**src/rtl/key_conditioner_if.sv**
```systemverilog
// Key conditioner bus: raw active-low key pins in, conditioned per-key
// level / press / release flags out.
interface key_conditioner_if #(
  parameter int N_KEYS = 4
);
  logic [N_KEYS-1:0] keys;          // raw pins, 0 = pressed
  logic [N_KEYS-1:0] keys_level;    // debounced state, 1 = pressed
  logic [N_KEYS-1:0] keys_press;    // one-cycle press / auto-repeat pulse
  logic [N_KEYS-1:0] keys_release;  // one-cycle release pulse

  // Producer of the raw pins, consumer of the conditioned flags.
  modport master (
    output keys,
    input  keys_level,
    input  keys_press,
    input  keys_release
  );

  // The conditioner itself.
  modport slave (
    input  keys,
    output keys_level,
    output keys_press,
    output keys_release
  );
endinterface

```
**src/rtl/key_conditioner.sv**
```systemverilog
// Push-button conditioner: 2-FF synchroniser, per-key debounce counter and
// a small FSM per key that produces a clean level, a press pulse with
// optional auto-repeat, and a release pulse. Keys are fully independent.
module key_conditioner #(
  parameter int                 N_KEYS          = 4,
  parameter int                 DEBOUNCE_CYCLES = 500000,
  parameter int                 REPEAT_DELAY    = 25000000,
  parameter int                 REPEAT_PERIOD   = 5000000,
  parameter logic [N_KEYS-1:0]  REPEAT_MASK     = 4'b0011,
  parameter int                 CNT_W           = 25
) (
  input  logic             CLOCK_50,
  input  logic             reset,
  key_conditioner_if.slave bus
);

  // Terminal counts: every counter is compared for equality and cleared on
  // match, so it never wraps.
  localparam logic [CNT_W-1:0] DEB_LAST   = CNT_W'(DEBOUNCE_CYCLES - 1);
  localparam logic [CNT_W-1:0] DELAY_LAST = CNT_W'(REPEAT_DELAY - 1);
  localparam logic [CNT_W-1:0] PER_LAST   = CNT_W'(REPEAT_PERIOD - 1);
  localparam logic [CNT_W-1:0] CNT_ONE    = {{(CNT_W-1){1'b0}}, 1'b1};

  typedef enum logic [1:0] {
    SOLTO       = 2'd0,  // released
    PRESSIONADO = 2'd1,  // held, waiting for first repeat
    REPETINDO   = 2'd2   // held, periodic repeat
  } state_t;

  logic [N_KEYS-1:0] r_sync1;
  logic [N_KEYS-1:0] r_sync2;
  logic [N_KEYS-1:0] w_level;
  logic [N_KEYS-1:0] w_press;
  logic [N_KEYS-1:0] w_release;

  // Two-flop synchroniser for the asynchronous pins; resets to "released".
  always_ff @(posedge CLOCK_50 or posedge reset) begin
    if (reset) begin
      r_sync1 <= {N_KEYS{1'b1}};
      r_sync2 <= {N_KEYS{1'b1}};
    end else begin
      r_sync1 <= bus.keys;
      r_sync2 <= r_sync1;
    end
  end

  for (genvar i = 0; i < N_KEYS; i++) begin : g_key
    state_t           r_state;
    logic [CNT_W-1:0] r_deb_cnt;
    logic [CNT_W-1:0] r_rep_cnt;
    logic             r_level;
    logic             r_press;
    logic             r_release;
    logic             w_sync;
    logic             w_diff;
    logic             w_deb_hit;

    // Synchronised pin, inverted so that 1 means pressed.
    assign w_sync    = ~r_sync2[i];
    assign w_diff    = (w_sync != r_level);
    // A level change is accepted once it has been stable long enough.
    assign w_deb_hit = w_diff && (r_deb_cnt == DEB_LAST);

    // Debounce counter plus key FSM; press/release are registered pulses.
    always_ff @(posedge CLOCK_50 or posedge reset) begin
      if (reset) begin
        r_state   <= SOLTO;
        r_deb_cnt <= '0;
        r_rep_cnt <= '0;
        r_level   <= 1'b0;
        r_press   <= 1'b0;
        r_release <= 1'b0;
      end else begin
        // Any bounce back to the accepted level restarts the count.
        if (!w_diff || w_deb_hit) begin
          r_deb_cnt <= '0;
        end else begin
          r_deb_cnt <= r_deb_cnt + CNT_ONE;
        end

        r_press   <= 1'b0;
        r_release <= 1'b0;

        case (r_state)
          SOLTO: begin
            r_rep_cnt <= '0;
            if (w_deb_hit) begin
              r_level <= 1'b1;
              r_press <= 1'b1;
              r_state <= PRESSIONADO;
            end
          end
          PRESSIONADO: begin
            if (w_deb_hit) begin
              r_level   <= 1'b0;
              r_release <= 1'b1;
              r_rep_cnt <= '0;
              r_state   <= SOLTO;
            end else if (REPEAT_MASK[i]) begin
              if (r_rep_cnt == DELAY_LAST) begin
                r_press   <= 1'b1;
                r_rep_cnt <= '0;
                r_state   <= REPETINDO;
              end else begin
                r_rep_cnt <= r_rep_cnt + CNT_ONE;
              end
            end else begin
              r_rep_cnt <= '0;
            end
          end
          REPETINDO: begin
            // Release has priority over a repeat due on the same edge.
            if (w_deb_hit) begin
              r_level   <= 1'b0;
              r_release <= 1'b1;
              r_rep_cnt <= '0;
              r_state   <= SOLTO;
            end else if (r_rep_cnt == PER_LAST) begin
              r_press   <= 1'b1;
              r_rep_cnt <= '0;
            end else begin
              r_rep_cnt <= r_rep_cnt + CNT_ONE;
            end
          end
          default: begin
            r_state   <= SOLTO;
            r_rep_cnt <= '0;
            r_level   <= 1'b0;
          end
        endcase
      end
    end

    assign w_level[i]   = r_level;
    assign w_press[i]   = r_press;
    assign w_release[i] = r_release;
  end

  assign bus.keys_level   = w_level;
  assign bus.keys_press   = w_press;
  assign bus.keys_release = w_release;

endmodule

```
**src/flat_wrapper.sv**
```systemverilog
// flat-port wrapper written by rule: the top's interface ports become plain ports
module key_conditioner_flat 
#(
  parameter int                 N_KEYS          = 4,
  parameter int                 DEBOUNCE_CYCLES = 500000,
  parameter int                 REPEAT_DELAY    = 25000000,
  parameter int                 REPEAT_PERIOD   = 5000000,
  parameter logic [N_KEYS-1:0]  REPEAT_MASK     = 4'b0011,
  parameter int                 CNT_W           = 25
)
  (CLOCK_50, reset, bus_keys, bus_keys_level, bus_keys_press, bus_keys_release);
  key_conditioner_if #(.N_KEYS(N_KEYS)) bus_i ();
  input  logic CLOCK_50;
  input  logic reset;
  input wire logic [$bits(bus_i.keys)-1:0] bus_keys;
  output wire logic [$bits(bus_i.keys_level)-1:0] bus_keys_level;
  output wire logic [$bits(bus_i.keys_press)-1:0] bus_keys_press;
  output wire logic [$bits(bus_i.keys_release)-1:0] bus_keys_release;
  assign bus_i.keys = bus_keys;
  assign bus_keys_level = bus_i.keys_level;
  assign bus_keys_press = bus_i.keys_press;
  assign bus_keys_release = bus_i.keys_release;
  key_conditioner #(.N_KEYS(N_KEYS), .DEBOUNCE_CYCLES(DEBOUNCE_CYCLES), .REPEAT_DELAY(REPEAT_DELAY), .REPEAT_PERIOD(REPEAT_PERIOD), .REPEAT_MASK(REPEAT_MASK), .CNT_W(CNT_W)) u_core (.CLOCK_50(CLOCK_50), .reset(reset), .bus(bus_i));
endmodule
```
**config.mk**
```make
export PLATFORM = sky130hd
export DESIGN_NAME = key_conditioner_flat
export DESIGN_NICKNAME = d
export VERILOG_FILES = /design/src/rtl/key_conditioner_if.sv /design/src/rtl/key_conditioner.sv /design/src/flat_wrapper.sv
export SDC_FILE = /design/constraint.sdc
export NUM_CORES = 1
export LEC_CHECK = 0
export ABC_AREA = 0
export CORE_ASPECT_RATIO = 0.8
export CORE_UTILIZATION = 26
export CTS_CLUSTER_SIZE = 25
export DETAILED_ROUTE_END_ITERATION = 12
export PLACE_DENSITY = 0.4
export SYNTH_ARGS = -nofsm -noshare
export SYNTH_HDL_FRONTEND = slang
export SYNTH_SLANG_ARGS = --single-unit
```
**constraint.sdc**
```tcl
create_clock -name CLOCK_50 -period 9 [get_ports CLOCK_50]
set_input_delay 0.9 -clock CLOCK_50 [delete_from_list [all_inputs] [get_ports CLOCK_50]]
set_output_delay 0.9 -clock CLOCK_50 [all_outputs]
set_load 0.05 [all_outputs]
```
==> impl_summary.txt, run 1 <==
----------------------------------------------------
[STA]
  Normalized max-slew margin ... 20.0%
  Transition time at the pin with the least slew margin ... 1.19 ns
  Final WS setup ... 6.30 ns
  Timing-limited maximum frequency ... 370 MHz
  Final cycle utilization of the critical path ... about 30%
  Fin. Hold Viols ... 0
  RSZ-0062 raised after global routing ... no
  Slew Viols, Final ... 0
  Clk_skew ... 0.0146 ns
  Total setup violations reported at the end of the flow ... 0
  Hold slack final ... between 0.3 and 0.4 ns
  Final critical path time including I/O delays and setup ... 2.70 ns
  Summed negative setup slack over all endpoints ... 0 ns

[Status]
  Result of the run ... completed

[Drt]
  Via count ... 5866
  Initial DRC Count ... 302
  First-pass iteration count of the detailed router ... 4
  Drt drc ... 0
  Met3 Wirelength ... 441 um
  Post-route met1 wirelength ... 9.67 mm
  Vias per Instance ... 4.51
  Per-cell routed wire length ... 13.3 um
  Met2 WL ... 7.08 mm
  Total detailed-routing wirelength ... 17.4 mm
  Post-route ant nets ... 0
  Top layer in use ... met4

[Worst setup path]
  Kind of cell with the highest combined delay on the critical path ... simple AND/OR/NAND/NOR gates
  Depth of the most critical reg-to-reg path ... 5
  WP buf/inv ... 0
  Maximum single-stage delay on the critical path ... roughly 0.7 ns
  Required time of the worst setup path ... 9.28 ns
  Critical path, cell by cell ... or4b_2 -> nor4b_1 -> nand4_1 -> nand2_1 -> nor2_1
  Element type at the critical path end ... flip-flop
  Biggest fanout along the worst timing path ... 24
  Reg2reg end ... u_core.g_key[3].r_deb_cnt[12]
  Worst-case register-to-register setup slack ... 6.30 ns
  Beginning of the worst register-to-register path ... u_core.g_key[3].r_deb_cnt[19]
  Worst Path Arrival ... 2.98 ns
  Setup CP Type ... reg -> reg
  Slowest library cell on the worst path ... sky130_fd_sc_hd__nand2_1
  Startpoint Class ... flip-flop

[Power and ir drop]
  Peak supply drop ... approximately 0.000098 V
  Pwr Density ... 169 mW/mm^2
  Leakage Power ... 3.84 nW

[Yosys]
  Distinct cells, synth ... 47
  Sequential-to-total area share from yosys stat ... 51.3%
  Synthesized area per cell ... 9.85 sq um
  Post-synthesis instance area ... 0.00850 sq mm
  Largest cells by area after synthesis ... sky130_fd_sc_hd__dfrtp_1, sky130_fd_sc_hd__xor2_1, sky130_fd_sc_hd__nor2_1
  Synth Instances ... roughly 860
  Warnings from Yosys ... 0
  Number of synthesized register bits ... 174
  Synthesized netlist net count ... 883
  Yosys top cell by area ... sky130_fd_sc_hd__dfrtp_1
  Proportion of netlist area held by the largest area contributor ... 48.8%

[Die]
  Area enclosed by the die boundary ... 0.0334 sq mm
  Initial core utilization ... a little over a quarter
  Cell Rows ... a little under 60
  Die width ... 204 um
  Die span in y ... about 160 um
  Count of boundary I/O pins ... 18
  Placeable Area ... 0.0318 sq mm

[Hold path]
  Number of stages on the worst hold path ... 0
  Hold EP ... u_core.r_sync2[2]
  Hold Crit Class ... reg -> reg
  Beginning of the worst hold path ... u_core.r_sync1[2]

[Global routing]
  Via count of the first global-routing pass ... 5759
  Maximum number of pins on one net before global-route repair ... approximately 110
  Sum of overflow across all layers after global routing ... 0
  First-pass GRT wire length ... 30.1 mm
  Total track usage ... 11.2%
  Initial antenna violation count ... 0

[Placement]
  Count of input and output buffers ... 17
  Detailed Place HPWL ... 11.1 mm
  Setup slack after placement ... between 5 and 6 ns
  Global placement routability congestion ... 0.699
  Instance area at placement ... 0.00904 sq mm

[Clock tree]
  Longest Clk Path Bufs ... 2
  Post-CTS Hold Buffers ... 0
  Max H-tree Level ... 4
  Number of buffers created by CTS ... 17
  Setup repair bufs after CTS ... 0
  Clock Latency Late Sink ... around 0.44 ns
  Number of gates given a new drive strength after cts ... 0
  Clock tree sinks ... 174
  Clock-pin slew of the registers on the worst-case setup and hold paths ... approximately 0.07 ns
  Root buffer cell ... sky130_fd_sc_hd__clkbuf_16
  TritonCTS clock tree ... yes

[Layout]
  Filler cells ... 3337
  Post-route cell area ... 0.00967 sq mm
  Final Net Count ... 889
  Area added between synthesis and finish ... 13.7%
  Ratio of cells with drive above 1 in the final layout ... around 6%
  Number of antenna cells inserted ... 0

[Job]
  # Max-Cap Violations ... 0

----------------------------------------------------
-- final cells by class --
cell class              instances  area [sq um]  share of cell area [%]
flip-flops and latches        174          4360                    45.1
multi-input cells             637          3880                    40.2
well taps                     420           526                    5.43
clock buffers                  19           443                    4.58
clock inverters                13           186                    1.93
repair buffers                 19           185                    1.91
inverters                      20          82.6                   0.854
-- cell usage in the layout, fill, tap and decap left out, drive strengths merged, types with 26 or more instances in the layout --
cell type / netlist / routed
xnor2: 55 / 55
dfrtp: 166 / 166
nor4: 26 / 26
nand3: 51 / 51
nor3: 26 / 26
xor2: 86 / 86
nor2: 178 / 178
nand4: 42 / 42
nand2: 62 / 62
-- worst reg2reg max path, delay by kind of cell, from the launching register on --
family / cells / cell delay (ns)
AND/OR/NAND/NOR: 5 / 2.14
flip-flops: 1 / 0.42
-- power by group --
part / switching, mW / leakage [nW] / internal [mW]
clock: 0.330 / 0.296 / 0.474
combinational: 0.0273 / 1.15 / 0.00767
sequential: 0.00621 / 2.39 / 0.789
-- state kept, by name (all words and copies together) (netlist names) --
register,flops
u_core.r_sync2,4
u_core.g_key.r_press,4
u_core.r_sync1,4
u_core.g_key.r_level,3
u_core.g_key.r_release,4
u_core.g_key.r_deb_cnt,100
u_core.g_key.r_state,5
u_core.g_key.r_rep_cnt,50
-- cell families after synthesis --
group	Yosys count	synth area share, %
compound gates	20	1.91
xor+xnor	141	14.5
fa+ha+maj	14	2.06
buf+inv	52	3.06
flops	174	51.3
mux	1	0.118
simple gates	461	27.0
-- routing by layer --
layer  vias up  GRT usage, %
met2        51          15.7
met5         -             0
met4         0          3.36
met1      2850          16.6
met3        14          2.70
li1       2951             -
-- metrics by stage --
stage	cells	power (mW)	utilization, %
floorplan	863	0.834	-
finish	1302	1.63	30.4
CTS	1302	1.67	30.4
global route	1302	1.70	30.4
detailed placement	1270	0.848	28.4
global placement	1270	0.848	28.4
-- Yosys cell counts, drive strengths merged --
master and number:
or4 7, clkbuf 14, nor2b 3, o21bai 1, o21ai 4, nor4 26
dfrtp 166, nand3b 1, a211oi 2, xor2 86, nor3 26, nand4bb 2
inv 20, o31ai 2, a211o 2, nand3 51, or4b 3, or3 5
and2 4, mux2i 1, or2 2, nand2 62, nand2b 1, nor4bb 1
a21oi 5, nor4b 5, nor3b 1, o22a 2, and4b 1, o41ai 1
nand4b 1, and4 16, buf 18, xnor2 55, a221oi 1, nor2 178
ha 14, dfstp 8, nand4 42, and3 23
-- how the worst max path moves through the flow --
| stage | start | end | slack (ns) | depth (start not counted) |
|---|---|---|---|---|
| after detailed placement | reset | u_core.g_key[0].r_rep_cnt[22] | 5.99 | 3 |
| after global placement | reset | u_core.g_key[0].r_rep_cnt[15] | 5.98 | 3 |
| after floorplan | reset | u_core.g_key[0].r_deb_cnt[0] | 3.40 | 1 |
| after CTS | u_core.g_key[3].r_deb_cnt[19] | u_core.g_key[3].r_deb_cnt[2] | 6.21 | 5 |
| after global routing | u_core.g_key[3].r_deb_cnt[19] | u_core.g_key[3].r_deb_cnt[10] | 5.99 | 5 |
| final | u_core.g_key[3].r_deb_cnt[19] | u_core.g_key[3].r_deb_cnt[12] | 6.30 | 5 |
No activity file was read; power rests on OpenSTA's default activity.
==> run 2: changes to the inputs <==
Settings changed: PLACE_DENSITY 0.4 to 0.41.
Clock period 9 ns to 2.26 ns, I/O delays scaled along.
==> run 2 against run 1 <==
Sequential share of layout area fell by 2.0 points. Sequential cell count unchanged. Via count rose by 3.1%. Largest power group is now sequential cells.
==> impl_summary.txt, run 2 (synthesis gave the netlist of run 1 again) <==
----------------------------------------------------
[Global routing]
  Total track usage ... 11.4% (was 11.2%)
  Via count of the first global-routing pass ... 5913 (was 5759)
  Sum of overflow across all layers after global routing ... 0 (unchanged)
  Maximum number of pins on one net before global-route repair ... 55 (was 106)
  Initial antenna violation count ... 0 (unchanged)
  First-pass GRT wire length ... 30.4 mm (was 30.1 mm)

[Power and ir drop]
  Pwr Density ... 620 mW/mm^2 (was 169 mW/mm^2)
  Peak supply drop ... 0.000386 V (was 0.0000984 V)
  Leakage Power ... 4.13 nW (was 3.84 nW)

[Drt]
  Initial DRC Count ... 267 (was 302)
  Drt drc ... 0 (unchanged)
  First-pass iteration count of the detailed router ... 7 (was 4)
  Per-cell routed wire length ... 12.8 um (was 13.3 um)
  Via count ... 6048 (was 5866)
  Total detailed-routing wirelength ... 17.2 mm (was 17.4 mm)
  Vias per Instance ... 4.48 (was 4.51)
  Post-route ant nets ... 0 (unchanged)

[STA]
  Total setup violations reported at the end of the flow ... 0 (unchanged)
  Timing-limited maximum frequency ... 443 MHz (was 370 MHz)
  Final cycle utilization of the critical path ... 99.8% (was 30.0%)
  Slew Viols, Final ... 0 (unchanged)
  Transition time at the pin with the least slew margin ... 0.507 ns (was 1.19 ns)
  Fin. Hold Viols ... 0 (unchanged)
  Clk_skew ... 0.00928 ns (was 0.0146 ns)
  Final WS setup ... 0.00428 ns (was 6.30 ns)
  RSZ-0062 raised after global routing ... yes (was no)
  Final critical path time including I/O delays and setup ... 2.26 ns (was 2.70 ns)
  Normalized max-slew margin ... 65.9% (was 20.0%)

[Die]
  Die span in y ... 164 um (unchanged)
  Area enclosed by the die boundary ... 0.0334 sq mm (unchanged)
  Placeable Area ... 0.0318 sq mm (unchanged)
  Die width ... 204 um (unchanged)
  Count of boundary I/O pins ... 18 (unchanged)
  Cell Rows ... 58 (unchanged)
  Initial core utilization ... 26.8% (unchanged)

[Layout]
  Number of antenna cells inserted ... 0 (unchanged)
  Final Net Count ... 938 (was 889)
  Area added between synthesis and finish ... 19.0% (was 13.7%)
  Post-route cell area ... 0.0101 sq mm (was 0.00967 sq mm)
  Largest Register ... u_core.g_key.r_deb_cnt (unchanged)
  Registers with the most flip-flops ... u_core.g_key.r_deb_cnt x100, u_core.g_key.r_rep_cnt x50, u_core.g_key.r_state x5 (unchanged)
  Final standard cell utilization of the core ... 31.8% (was 30.4%)
  Area taken by flip-flops and latches ... 0.00436 sq mm (unchanged)
  Ratio of cells with drive above 1 in the final layout ... 11.3% (was 5.90%)
  Area of the multi-input gates ... 0.00391 sq mm (was 0.00388 sq mm)
  Max reg flops ... 100 (unchanged)
  Filler cells ... 3330 (was 3337)
  Commonest cells after routing, fill and taps aside ... sky130_fd_sc_hd__nor2_1, sky130_fd_sc_hd__dfrtp_1, sky130_fd_sc_hd__xor2_1, sky130_fd_sc_hd__nand2_1, sky130_fd_sc_hd__xnor2_1 (unchanged)
  Most common cell after layout, fill and taps aside ... sky130_fd_sc_hd__nor2_1 (unchanged)

[Worst setup path]
  Setup CP Type ... reg -> reg (unchanged)
  Startpoint Class ... flip-flop (unchanged)
  Required time of the worst setup path ... 2.58 ns (was 9.28 ns)
  Biggest fanout along the worst timing path ... 13 (was 24)
  Worst Path Arrival ... 2.58 ns (was 2.98 ns)
  Element type at the critical path end ... flip-flop (unchanged)

[Placement]
  Global placement routability congestion ... 0.773 (was 0.699)
  Detailed Place HPWL ... 11.6 mm (was 11.1 mm)
  Setup slack after placement ... -0.0816 ns (was 5.99 ns)
  Instance area at placement ... 0.00947 sq mm (was 0.00904 sq mm)
  Count of input and output buffers ... 17 (unchanged)

[Clock tree]
  Root buffer cell ... sky130_fd_sc_hd__clkbuf_16 (unchanged)
  Clock-pin slew of the registers on the worst-case setup and hold paths ... 0.07 ns (about the same)
  Longest Clk Path Bufs ... 2 (unchanged)
  Clock tree sinks ... 174 (unchanged)
  Clock Latency Late Sink ... 0.44 ns (about the same)
  Number of buffers created by CTS ... 17 (unchanged)
  Max H-tree Level ... 4 (unchanged)
  TritonCTS clock tree ... yes (unchanged)
  Post-CTS Hold Buffers ... 0 (unchanged)

[Hold path]
  Hold Crit Class ... in -> async (was reg -> reg)

[Status]
  Result of the run ... completed (unchanged)

[Job]
  # Max-Cap Violations ... 0 (unchanged)

----------------------------------------------------
[run 2: cell types whose count changed in the layout (fill, tap and decap cells not counted), sizes merged]
cell / change
clkinv: +2
inv: -4
buf: +49
bufinv: -3
clkbuf: +5
[run 2: final timing paths]
check                                                     end                          start  cells past startpoint  slack, ns
worst max-delay path             u_core.g_key[1].r_rep_cnt[7]  u_core.g_key[1].r_rep_cnt[17]                      6      0.004
worst min-delay path            u_core.g_key[3].r_deb_cnt[19]                          reset                      2       0.15
worst max register to register   u_core.g_key[1].r_rep_cnt[7]  u_core.g_key[1].r_rep_cnt[17]                      6      0.004
worst min register to register              u_core.r_sync2[1]              u_core.r_sync1[1]                      0       0.36
max in group asynchronous                   u_core.r_sync2[0]                          reset                      3       1.45
min in group CLOCK_50                       u_core.r_sync1[1]                    bus_keys[1]                      1       0.19
[run 2: critical path: stages, from the launching register on]
cell and delay (ns):
sky130_fd_sc_hd__dfrtp_1 0.37, sky130_fd_sc_hd__or4_1 0.51, sky130_fd_sc_hd__or4_4 0.58, sky130_fd_sc_hd__o41ai_4 0.27, sky130_fd_sc_hd__a211o_4 0.22, sky130_fd_sc_hd__buf_12 0.14
sky130_fd_sc_hd__nor2_1 0.05
[run 2: what timing repair did]
| action | in CTS | in global routing |
|---|---|---|
| endpoints found under the setup margin | 25 | 27 |
| pin swaps | 3 | 4 |
| resized for setup | 1 | 5 |
| setup buffers | 3 | 2 |
| hold endpoints to repair | 0 | 0 |
[run 2: power breakdown]
part	leakage, nW	switching, mW	internal (mW)	total, mW
clock	0.284	1.25	1.69	2.94
combinational	1.45	0.113	0.0546	0.168
sequential	2.39	0.0246	3.14	3.17
total	4.13	1.39	4.89	6.28
[run 2: cell type report]
cell class                 instances  area share (%)
timing repair buffer              68            6.45
sequential                       174            43.1
inverter                          20           0.779
multi-input combinational        637            38.6
clock inverter                     8           0.791
tap                              420            5.19
clock buffer                      24            5.05
[run 2: routing by layer]
layer | vias up | global-route usage [%] | wire [um] | part of all wire [%]
met5 | - | 0 | 0 | 0
met4 | 0 | 3.70 | 231 | 1.3
met3 | 18 | 3.19 | 518 | 3.0
met2 | 52 | 15.9 | 7050 | 41
met1 | 2926 | 16.6 | 9430 | 55
li1 | 3052 | - | - | -
[run 2: metrics by stage]
step           cells  hold slack (ns)  total power, mW  TNS [ns]
5_1_grt         1351            0.162             6.58     -1.36
4_1_cts         1349            0.140             6.43         0
6_report        1351            0.149             6.28         0
3_5_place_dp    1314            0.347             3.41    -0.392
3_3_place_gp    1314            0.347             3.41   -0.0278
2_1_floorplan    863            0.230             3.32    -30.57
==> run 3: changes to the inputs <==
Settings changed: PLACE_DENSITY 0.41 to 0.4.
Clock period 2.26 ns to 2.41 ns, I/O delays scaled along.
==> run 3 against run 2 <==
Cell count fell by 0.96%. Non-clock buffer count is 15 lower. Highest routed layer unchanged. Via count is 0.86% lower. Sequential share of layout area up 0.61 points. Combinational power down 2%. Sequential cell count unchanged. Register-to-register slack better by 0.10 ns. Global-route usage up 0.30 points. Routed wire length is 3.6% higher. Critical path type unchanged. Maximum frequency shrank 2.0%. Hold slack gained 0.059 ns. Die area unchanged. Largest power group unchanged.
==> impl_summary.txt, run 3 (synthesis gave the netlist of run 1 again) <==
----------------------------------------------------
[Status]
  Result of the run ... completed (unchanged)

[STA]
  Summed negative setup slack over all endpoints ... 0 ns (unchanged)
  Total setup violations reported at the end of the flow ... 0 (unchanged)
  Timing-limited maximum frequency ... 435 MHz (was 443 MHz)
  Clk_skew ... 0.00841 ns (was 0.00928 ns)
  Final cycle utilization of the critical path ... 95.5% (was 99.8%)
  Slew Viols, Final ... 0 (unchanged)
  Final critical path time including I/O delays and setup ... 2.30 ns (was 2.26 ns)
  Transition time at the pin with the least slew margin ... 0.666 ns (was 0.507 ns)
  Fin. Hold Viols ... 0 (unchanged)
  RSZ-0062 raised after global routing ... no (was yes)
  Normalized max-slew margin ... 55.5% (was 65.9%)

[Drt]
  First-pass iteration count of the detailed router ... 5 (was 7)
  Via count ... 5996 (was 6048)
  Initial DRC Count ... 247 (was 267)
  Per-cell routed wire length ... 13.3 um (was 12.8 um)
  Total detailed-routing wirelength ... 17.8 mm (was 17.2 mm)
  Vias per Instance ... 4.48 (about the same)
  Post-route ant nets ... 0 (unchanged)
  Drt drc ... 0 (unchanged)

[Worst setup path]
  Setup CP Type ... reg -> reg (unchanged)
  Required time of the worst setup path ... 2.76 ns (was 2.58 ns)
  Startpoint Class ... flip-flop (unchanged)
  Biggest fanout along the worst timing path ... 4 (was 13)
  Worst Path Arrival ... 2.65 ns (was 2.58 ns)
  Element type at the critical path end ... flip-flop (unchanged)

[Layout]
  Final Net Count ... 925 (was 938)
  Post-route cell area ... 0.00998 sq mm (was 0.0101 sq mm)
  Area added between synthesis and finish ... 17.4% (was 19.0%)
  Filler-free cell count of the finished design ... 1338 (was 1351)
  Largest Register ... u_core.g_key.r_deb_cnt (unchanged)
  Registers with the most flip-flops ... u_core.g_key.r_deb_cnt x100, u_core.g_key.r_rep_cnt x50, u_core.g_key.r_state x5 (unchanged)
  Max reg flops ... 100 (unchanged)
  Number of antenna cells inserted ... 0 (unchanged)
  Final standard cell utilization of the core ... 31.4% (was 31.8%)
  Most common cell after layout, fill and taps aside ... sky130_fd_sc_hd__nor2_1 (unchanged)
  Ratio of cells with drive above 1 in the final layout ... 9.37% (was 11.3%)
  Filler cells ... 3314 (was 3330)
  Commonest cells after routing, fill and taps aside ... sky130_fd_sc_hd__nor2_1, sky130_fd_sc_hd__dfrtp_1, sky130_fd_sc_hd__xor2_1, sky130_fd_sc_hd__nand2_1, sky130_fd_sc_hd__xnor2_1 (unchanged)

[Global routing]
  Total track usage ... 11.7% (was 11.4%)
  Maximum number of pins on one net before global-route repair ... 32 (was 55)
  Initial antenna violation count ... 0 (unchanged)
  First-pass GRT wire length ... 31.0 mm (was 30.4 mm)
  Via count of the first global-routing pass ... 5872 (was 5913)
  Sum of overflow across all layers after global routing ... 0 (unchanged)

[Die]
  Die width ... 204 um (unchanged)
  Cell Rows ... 58 (unchanged)
  Placeable Area ... 0.0318 sq mm (unchanged)
  Count of boundary I/O pins ... 18 (unchanged)
  Die span in y ... 164 um (unchanged)
  Initial core utilization ... 26.8% (unchanged)
  Area enclosed by the die boundary ... 0.0334 sq mm (unchanged)

[Power and ir drop]
  Peak supply drop ... 0.000334 V (was 0.000386 V)
  Leakage Power ... 4.03 nW (was 4.13 nW)
  Final Power ... 5.85 mW (was 6.28 mW)
  Pwr Density ... 586 mW/mm^2 (was 620 mW/mm^2)

[Clock tree]
  Clock-pin slew of the registers on the worst-case setup and hold paths ... 0.06 ns (was 0.07 ns)
  TritonCTS clock tree ... yes (unchanged)
  Post-CTS Hold Buffers ... 0 (unchanged)
  Longest Clk Path Bufs ... 2 (unchanged)
  Root buffer cell ... sky130_fd_sc_hd__clkbuf_16 (unchanged)
  Clock tree sinks ... 174 (unchanged)
  Clock Latency Late Sink ... 0.44 ns (about the same)
  Number of buffers created by CTS ... 17 (unchanged)
  Max H-tree Level ... 4 (unchanged)

[Placement]
  Detailed Place HPWL ... 11.9 mm (was 11.6 mm)
  Global placement routability congestion ... 0.727 (was 0.773)
  Count of placed standard cells including taps ... 1302 (was 1314)
  Count of input and output buffers ... 17 (unchanged)
  Instance area at placement ... 0.00937 sq mm (was 0.00947 sq mm)

[Hold path]
  Hold Crit Class ... in -> reg (was in -> async)

[Job]
  # Max-Cap Violations ... 0 (unchanged)

----------------------------------------------------
run 3: timing repair:
| action | 4_1_cts | 5_1_grt |
|---|---|---|
| setup buffers | 0 | 2 |
| resized for setup | 2 | 0 |
| endpoints found under the setup margin | 23 | 18 |
| pin swaps | 2 | 0 |
| cloned | 2 | 0 |
run 3: power breakdown:
group          switching (mW)  internal, mW
sequential             0.0234          2.95
combinational           0.109        0.0552
clock                    1.13          1.58
run 3: routing by layer:
layer  up-vias  track usage [%]  share of wire, %
met5         -                0                 0
met4         0             4.27               1.4
met3        17             2.66               2.6
met2        67             16.3                41
met1      2889             17.3                55
li1       3023                -                 -
run 3: critical path, cell delays in order, from the launching register on:
cell and delay (ns):
sky130_fd_sc_hd__dfrtp_1 0.37, sky130_fd_sc_hd__or4_1 0.52, sky130_fd_sc_hd__or4_4 0.54, sky130_fd_sc_hd__nor4_1 0.44, sky130_fd_sc_hd__a221oi_1 0.18, sky130_fd_sc_hd__nor3_1 0.16
run 3: layout make-up:
type	count	area [sq um]	area share (%)
clock buffer	26	519	5.20
inverter	20	78.8	0.790
clock inverter	6	55.1	0.552
multi-input combinational	639	3910	39.2
timing repair buffer	53	528	5.29
sequential	174	4360	43.7
tap	420	526	5.26
run 3: per-stage QoR:
stage                     setup slack, ns  hold WS (ns)
final                               0.109         0.208
after global routing               0.0185         0.198
after detailed placement          -0.0134         0.347
after global placement             0.0231         0.350
after floorplan                   -0.0491         0.245
after CTS                          0.0981         0.175
run 3: final timing paths:
path,from,end,slack (ns),depth (start not counted)
max,u_core.g_key[1].r_rep_cnt[17],u_core.g_key[1].r_press,0.11,5
min,bus_keys[0],u_core.r_sync1[0],0.21,1
max reg2reg,u_core.g_key[1].r_rep_cnt[17],u_core.g_key[1].r_press,0.11,5
min reg2reg,u_core.r_sync1[1],u_core.r_sync2[1],0.36,0
max in group asynchronous,reset,u_core.g_key[3].r_deb_cnt[12],1.52,3
min in group asynchronous,reset,u_core.g_key[3].r_state[0],0.26,2
